File: src/rtl/uart_pkg.sv
// Shared definitions for the UART receive path: parity modes, FSM encoding
// and the baud divider helper.
package uart_pkg;

    localparam int PAR_NONE = 0;
    localparam int PAR_ODD  = 1;
    localparam int PAR_EVEN = 2;

    typedef enum logic [2:0] {
        ST_IDLE   = 3'd0,
        ST_START  = 3'd1,
        ST_DATA   = 3'd2,
        ST_PARITY = 3'd3,
        ST_STOP   = 3'd4,
        ST_DONE   = 3'd5
    } uart_state_e;

    function automatic int clks_per_bit(input int clk_freq, input int baud);
        return clk_freq / baud;
    endfunction

endpackage

File: src/rtl/uart_bit_sync.sv
// Two-flop synchroniser for an idle-high serial line; reset forces the idle
// level so the receiver never sees a false start bit coming out of reset.
module uart_bit_sync (
    input  logic clk,
    input  logic rst,
    input  logic din,
    output logic dout
);

    logic meta_r;
    logic sync_r;

    // Two-stage capture of the asynchronous line.
    always_ff @(posedge clk) begin
        if (rst) begin
            meta_r <= 1'b1;
            sync_r <= 1'b1;
        end else begin
            meta_r <= din;
            sync_r <= meta_r;
        end
    end

    assign dout = sync_r;

endmodule

File: src/rtl/uart_rx_param.sv
// Parametrised UART receiver with LED latch for the last good frame.
// Optional error counter output enabled by defining UART_RX_ERRCNT_EN.
module uart_rx_param
    import uart_pkg::*;
#(
    parameter int CLK_FREQ  = 50_000_000,
    parameter int BAUD      = 115200,
    parameter int DATA_BITS = 8,
    parameter int PARITY    = 0,
    parameter int STOP_BITS = 1,
    parameter int LED_W     = 4
) (
    input  logic                 sysclk,
    input  logic                 rstn,
    input  logic                 uart_rx,
    output logic [DATA_BITS-1:0] rx_data,
    output logic                 rx_valid,
    output logic                 parity_err,
    output logic                 frame_err,
    output logic                 busy,
    output logic [LED_W-1:0]     led
`ifdef UART_RX_ERRCNT_EN
    ,
    output logic [15:0]          err_cnt
`endif
);

    localparam int CPB   = clks_per_bit(CLK_FREQ, BAUD);
    localparam int CNT_W = $clog2(CPB);
    localparam int BIT_W = $clog2(DATA_BITS + 1);
    localparam logic [CNT_W-1:0] HALF_C = CNT_W'(CPB / 2 - 1);
    localparam logic [CNT_W-1:0] FULL_C = CNT_W'(CPB - 1);

    // Odd parity expects data^parity == 1, even expects 0.
    function automatic logic parity_bad(input logic [DATA_BITS-1:0] d, input logic p);
        logic expect_one;
        expect_one = (PARITY == PAR_ODD) ? 1'b1 : 1'b0;
        return ((^d) ^ p) != expect_one;
    endfunction

    uart_state_e            state_r;
    uart_state_e            next_state_s;
    logic [CNT_W-1:0]       cnt_r;
    logic [BIT_W-1:0]       bit_cnt_r;
    logic [DATA_BITS-1:0]   shift_r;
    logic                   perr_r;
    logic                   ferr_r;
    logic                   armed_r;
    logic                   rx_s;
    logic                   tick_s;
    logic                   half_s;
    logic                   last_data_s;
    logic                   last_stop_s;
    logic                   valid_s;
    logic                   perr_s;
    logic                   ferr_s;

    // Note: rstn is an active-high synchronous reset despite its name.
    uart_bit_sync u_sync (
        .clk  (sysclk),
        .rst  (rstn),
        .din  (uart_rx),
        .dout (rx_s)
    );

    assign tick_s      = (cnt_r == FULL_C);
    assign half_s      = (cnt_r == HALF_C);
    assign last_data_s = (bit_cnt_r == BIT_W'(DATA_BITS - 1));
    assign last_stop_s = (bit_cnt_r == BIT_W'(STOP_BITS - 1));

    // FSM state register.
    always_ff @(posedge sysclk) begin
        if (rstn) begin
            state_r <= ST_IDLE;
        end else begin
            state_r <= next_state_s;
        end
    end

    // FSM next-state logic; armed_r blocks re-triggering on a held-low break.
    always_comb begin
        next_state_s = state_r;
        case (state_r)
            ST_IDLE: begin
                if (!rx_s && armed_r) next_state_s = ST_START;
                else                  next_state_s = ST_IDLE;
            end
            ST_START: begin
                if (half_s) next_state_s = rx_s ? ST_IDLE : ST_DATA;
                else        next_state_s = ST_START;
            end
            ST_DATA: begin
                if (tick_s && last_data_s)
                    next_state_s = (PARITY != PAR_NONE) ? ST_PARITY : ST_STOP;
                else
                    next_state_s = ST_DATA;
            end
            ST_PARITY: begin
                if (tick_s) next_state_s = ST_STOP;
                else        next_state_s = ST_PARITY;
            end
            ST_STOP: begin
                if (tick_s && last_stop_s) next_state_s = ST_DONE;
                else                       next_state_s = ST_STOP;
            end
            ST_DONE:  next_state_s = ST_IDLE;
            default:  next_state_s = ST_IDLE;
        endcase
    end

    // Baud/bit counters, shift register and per-frame error flags.
    always_ff @(posedge sysclk) begin
        if (rstn) begin
            cnt_r     <= CNT_W'(0);
            bit_cnt_r <= BIT_W'(0);
            shift_r   <= DATA_BITS'(0);
            perr_r    <= 1'b0;
            ferr_r    <= 1'b0;
            armed_r   <= 1'b0;
        end else begin
            if (next_state_s != state_r || state_r == ST_IDLE || tick_s)
                cnt_r <= CNT_W'(0);
            else
                cnt_r <= cnt_r + CNT_W'(1);

            if (next_state_s != state_r)
                bit_cnt_r <= BIT_W'(0);
            else if (tick_s && (state_r == ST_DATA || state_r == ST_STOP))
                bit_cnt_r <= bit_cnt_r + BIT_W'(1);

            if (state_r == ST_DATA && tick_s)
                shift_r <= {rx_s, shift_r[DATA_BITS-1:1]};

            if (state_r == ST_IDLE)
                perr_r <= 1'b0;
            else if (state_r == ST_PARITY && tick_s)
                perr_r <= parity_bad(shift_r, rx_s);

            if (state_r == ST_IDLE)
                ferr_r <= 1'b0;
            else if (state_r == ST_STOP && tick_s && !rx_s)
                ferr_r <= 1'b1;

            if (state_r == ST_DONE && ferr_r)
                armed_r <= 1'b0;
            else if (rx_s)
                armed_r <= 1'b1;
        end
    end

    // FSM output decode: frame error outranks parity error.
    always_comb begin
        valid_s = 1'b0;
        perr_s  = 1'b0;
        ferr_s  = 1'b0;
        case (state_r)
            ST_DONE: begin
                if (ferr_r)      ferr_s  = 1'b1;
                else if (perr_r) perr_s  = 1'b1;
                else             valid_s = 1'b1;
            end
            default: begin
                valid_s = 1'b0;
                perr_s  = 1'b0;
                ferr_s  = 1'b0;
            end
        endcase
    end

    // Registered outputs.
    always_ff @(posedge sysclk) begin
        if (rstn) begin
            rx_data    <= DATA_BITS'(0);
            rx_valid   <= 1'b0;
            parity_err <= 1'b0;
            frame_err  <= 1'b0;
            busy       <= 1'b0;
            led        <= LED_W'(0);
        end else begin
            rx_valid   <= valid_s;
            parity_err <= perr_s;
            frame_err  <= ferr_s;
            busy       <= (next_state_s != ST_IDLE);
            if (valid_s) begin
                rx_data <= shift_r;
                led     <= shift_r[LED_W-1:0];
            end
        end
    end

`ifdef UART_RX_ERRCNT_EN
    // Saturating count of error pulses.
    always_ff @(posedge sysclk) begin
        if (rstn) begin
            err_cnt <= 16'h0000;
        end else if ((ferr_s || perr_s) && err_cnt != 16'hFFFF) begin
            err_cnt <= err_cnt + 16'h0001;
        end
    end
`endif

endmodule
File: config.mk
export PLATFORM = sky130hd
export DESIGN_NAME = uart_rx_param
export DESIGN_NICKNAME = d
export VERILOG_FILES = /design/src/rtl/uart_pkg.sv /design/src/rtl/uart_bit_sync.sv /design/src/rtl/uart_rx_param.sv
export SDC_FILE = /design/constraint.sdc
export NUM_CORES = 1
export LEC_CHECK = 0
export CORE_MARGIN = 4
export CORE_UTILIZATION = 56
export DETAILED_ROUTE_END_ITERATION = 8
export PLACE_DENSITY = 0.79
export SLEW_MARGIN = 20
export SYNTH_ARGS = -nofsm -noshare
export SYNTH_HDL_FRONTEND = slang
export SYNTH_SLANG_ARGS = --single-unit
File: constraint.sdc
create_clock -name sysclk -period 2.4 [get_ports sysclk]
set_input_delay 0.48 -clock sysclk [delete_from_list [all_inputs] [get_ports sysclk]]
set_output_delay 0.48 -clock sysclk [all_outputs]
set_load 0.01 [all_outputs]
==> results.toml <==
[pwr]
switchingPower_mw = 0.2349
seqPwrFrac_pct = 60.2
swShare_pct = 20.50
p_leak_nw = 0.7863
pwr-share-clk_pct = 36.9
p_int_mw = 0.9110
p_per_area_nw_per_um2 = 521.9
vdd_drop_max_uv = 388.4
pwr-share-comb_pct = 2.9

[synthesis]
synth-edff-count = 0
synth-seq-area-share_pct = 42.19
synth-async-reset-ratio_pct = 0
synth_nets = 210
synth_ff_type = "dfxtp_1"
yosys_warnings = 0
synth-seq-cells = 41
avgSynthCellArea_um2 = 9.632
syn_inst = 202
ys_types = 43
synth_area_um2 = 1946

[placement]
dp_hpwl_um = 2580
dp_slack_ns = 0.2004
gp_congestion = 0.8309
port_buffers = 18

[die]
dieArea_um2 = 4482
start_util_pct = 58.31
rows = 21
die_w_um = 66.95
fp.coreArea_um2 = 3337
ios = 19
die_h_um = 66.95

[routing]
drt_iter0_markers = 78
drt_pass1_iterations = 4
drc = 0
dr_total_vias = 1416
drtAntennaViolNets = 0
drt-vias-per-instance = 5.384
wire_per_inst_um = 13.49
totalWireLength_um = 3549

[cts]
clock_sinks = 41
cts_hold_buffers = 0
worstSkewPairLatency_ns = 0.35
cts_made_buffers = 5
post-cts-setup-buffers = 0
clock_path_buffers = 2
cts-htree-levels = 2
root_buffer = "clkbuf_4"
postCtsResizedCells = 0
cts_tree = "done"
clkSlewWorstSetupHoldPaths_ns = 0.11

[timing]
relSlewSlack_pct = 62.89
drv_slew = 0
setup_violations = 0
fmax_ghz = 0.4518
skew_ns = 0.01379
setup_tns_ns = 0
finalHoldViolCount = 0
fin_crit_sh_pct = 92.22
final.setup.worst_slack_ns = 0.1868
worstMarginPinSlew_ns = 0.5542
finalCriticalPeriod_ns = 2.213
hold_slack_ns = 0.4348
rsz0062_at_grt = "false"

[layout]
fin_nets = 225
utilization_pct = 65.80
mostFrequentLayoutCells = "dfxtp_1, nor2_1, clkdlybuf4s50_1"
drive_above_1_share_pct = 9.677
area_growth_syn_to_layout_pct = 12.86
final_common_cell = "dfxtp_1"
diodes = 0

[critical_path]
cp_data_required_time_ns = 2.63
critPathLaunchType = "register"
worstPathMaxFanout = 8
crit_path_end_kind = "register"
setup.worst_path.class = "reg -> reg"
cp.arrival_ns = 2.45

[grt]
grt_pass1_vias = 1356
grt_max_degree = 30
grt_pass1_wl_um = 6237
grt_usage_pct = 18.22
antenna_found_initial = 0
overflow = 0

[worst_hold_path]
hold_class = "reg -> reg"

[outcome]
status = "finished clean"

[flow_run]
max-cap-violations = 0
-- worst paths after layout --
path | slack, ns | from | cells past startpoint | to
max | 0.19 | cnt_r[0] | 6 | shift_r[3]
max reg2reg | 0.19 | cnt_r[0] | 6 | shift_r[3]
min | 0.43 | u_sync.meta_r | 1 | u_sync.dout
min reg2reg | 0.43 | u_sync.meta_r | 1 | u_sync.dout
-- logic make-up after synthesis --
kind of cell,share of synthesized area (%)
compound gates,5.467
xor+xnor,9.003
fa+ha+maj,3.215
buf+inv,5.016
flops,42.19
mux,8.746
simple gates,26.37
-- stage by stage --
step	power [mW]	cells	instance area [um2]
5_1_grt	1.195	263	2196
2_1_floorplan	0.7268	202	1946
3_5_place_dp	0.7379	256	2123
6_report	1.146	263	2196
3_3_place_gp	0.7369	256	2123
4_1_cts	1.166	263	2196
-- worst max-delay path, stage by stage, from the launching register on --
cell and delay, ns:
dfxtp_1 0.45, ha_1 0.20, and4bb_2 0.30, nand3_4 0.12, or4b_1 0.73, mux2i_1 0.24
nor2_1 0.07
-- metal layers --
metal | vias up | global-route usage, % | share of wire (%)
met5 | - | 0 | 0
met3 | 5 | 6.408 | 5.5
met1 | 652 | 23.63 | 47
li1 | 723 | - | -
met4 | 0 | 5.316 | 1.2
met2 | 36 | 28.34 | 46
-- synth_stat cells (2+ instances only) --
cell type | instances | area [um2]
xnor2_1 | 13 | 113.9
and3b_1 | 2 | 17.52
mux2i_1 | 17 | 170.2
nand2_1 | 4 | 15.01
and2_1 | 2 | 12.51
clkbuf_1 | 3 | 11.26
and3_1 | 2 | 12.51
or2_2 | 2 | 12.51
nand4_1 | 5 | 31.28
nor2b_1 | 4 | 25.02
nor2_1 | 33 | 123.9
nor3_1 | 5 | 25.02
and4bb_2 | 2 | 25.02
and4_1 | 2 | 17.52
ha_1 | 5 | 62.56
o21ai_0 | 4 | 20.02
buf_2 | 3 | 15.01
nor4b_1 | 2 | 17.52
xor2_1 | 7 | 61.31
a21oi_1 | 2 | 10.01
buf_4 | 5 | 37.54
nand3_1 | 6 | 30.03
o21ba_2 | 2 | 20.02
dfxtp_1 | 41 | 820.8
inv_1 | 6 | 22.52
nor4_1 | 5 | 31.28
nand2b_1 | 2 | 12.51
-- layout make-up --
type | instances | area (um2)
flip-flops and latches | 41 | 820.8
repair buffers | 20 | 195.2
clock inverters | 2 | 35.03
clock buffers | 5 | 37.54
well taps | 46 | 57.56
inverters | 6 | 22.52
multi-input cells | 143 | 1027
fillers | 297 | 1141
-- state kept, by name (all words and copies together), names as in the netlist, 3 cells and up --
| register | flops |
|---|---|
| bit_cnt_r | 4 |
| state_r | 3 |
| rx_data | 8 |
| shift_r | 8 |
| cnt_r | 9 |
-- power by group through the flow --
stage,clock network [mW],registers (mW),logic (mW)
after floorplan,0,0.702,0.0245
after global placement,0,0.704,0.0324
after detailed placement,0,0.705,0.0332
after CTS,0.442,0.689,0.0338
after global routing,0.468,0.690,0.0374
final,0.423,0.689,0.0334
Power figures use the tool's default switching activity.
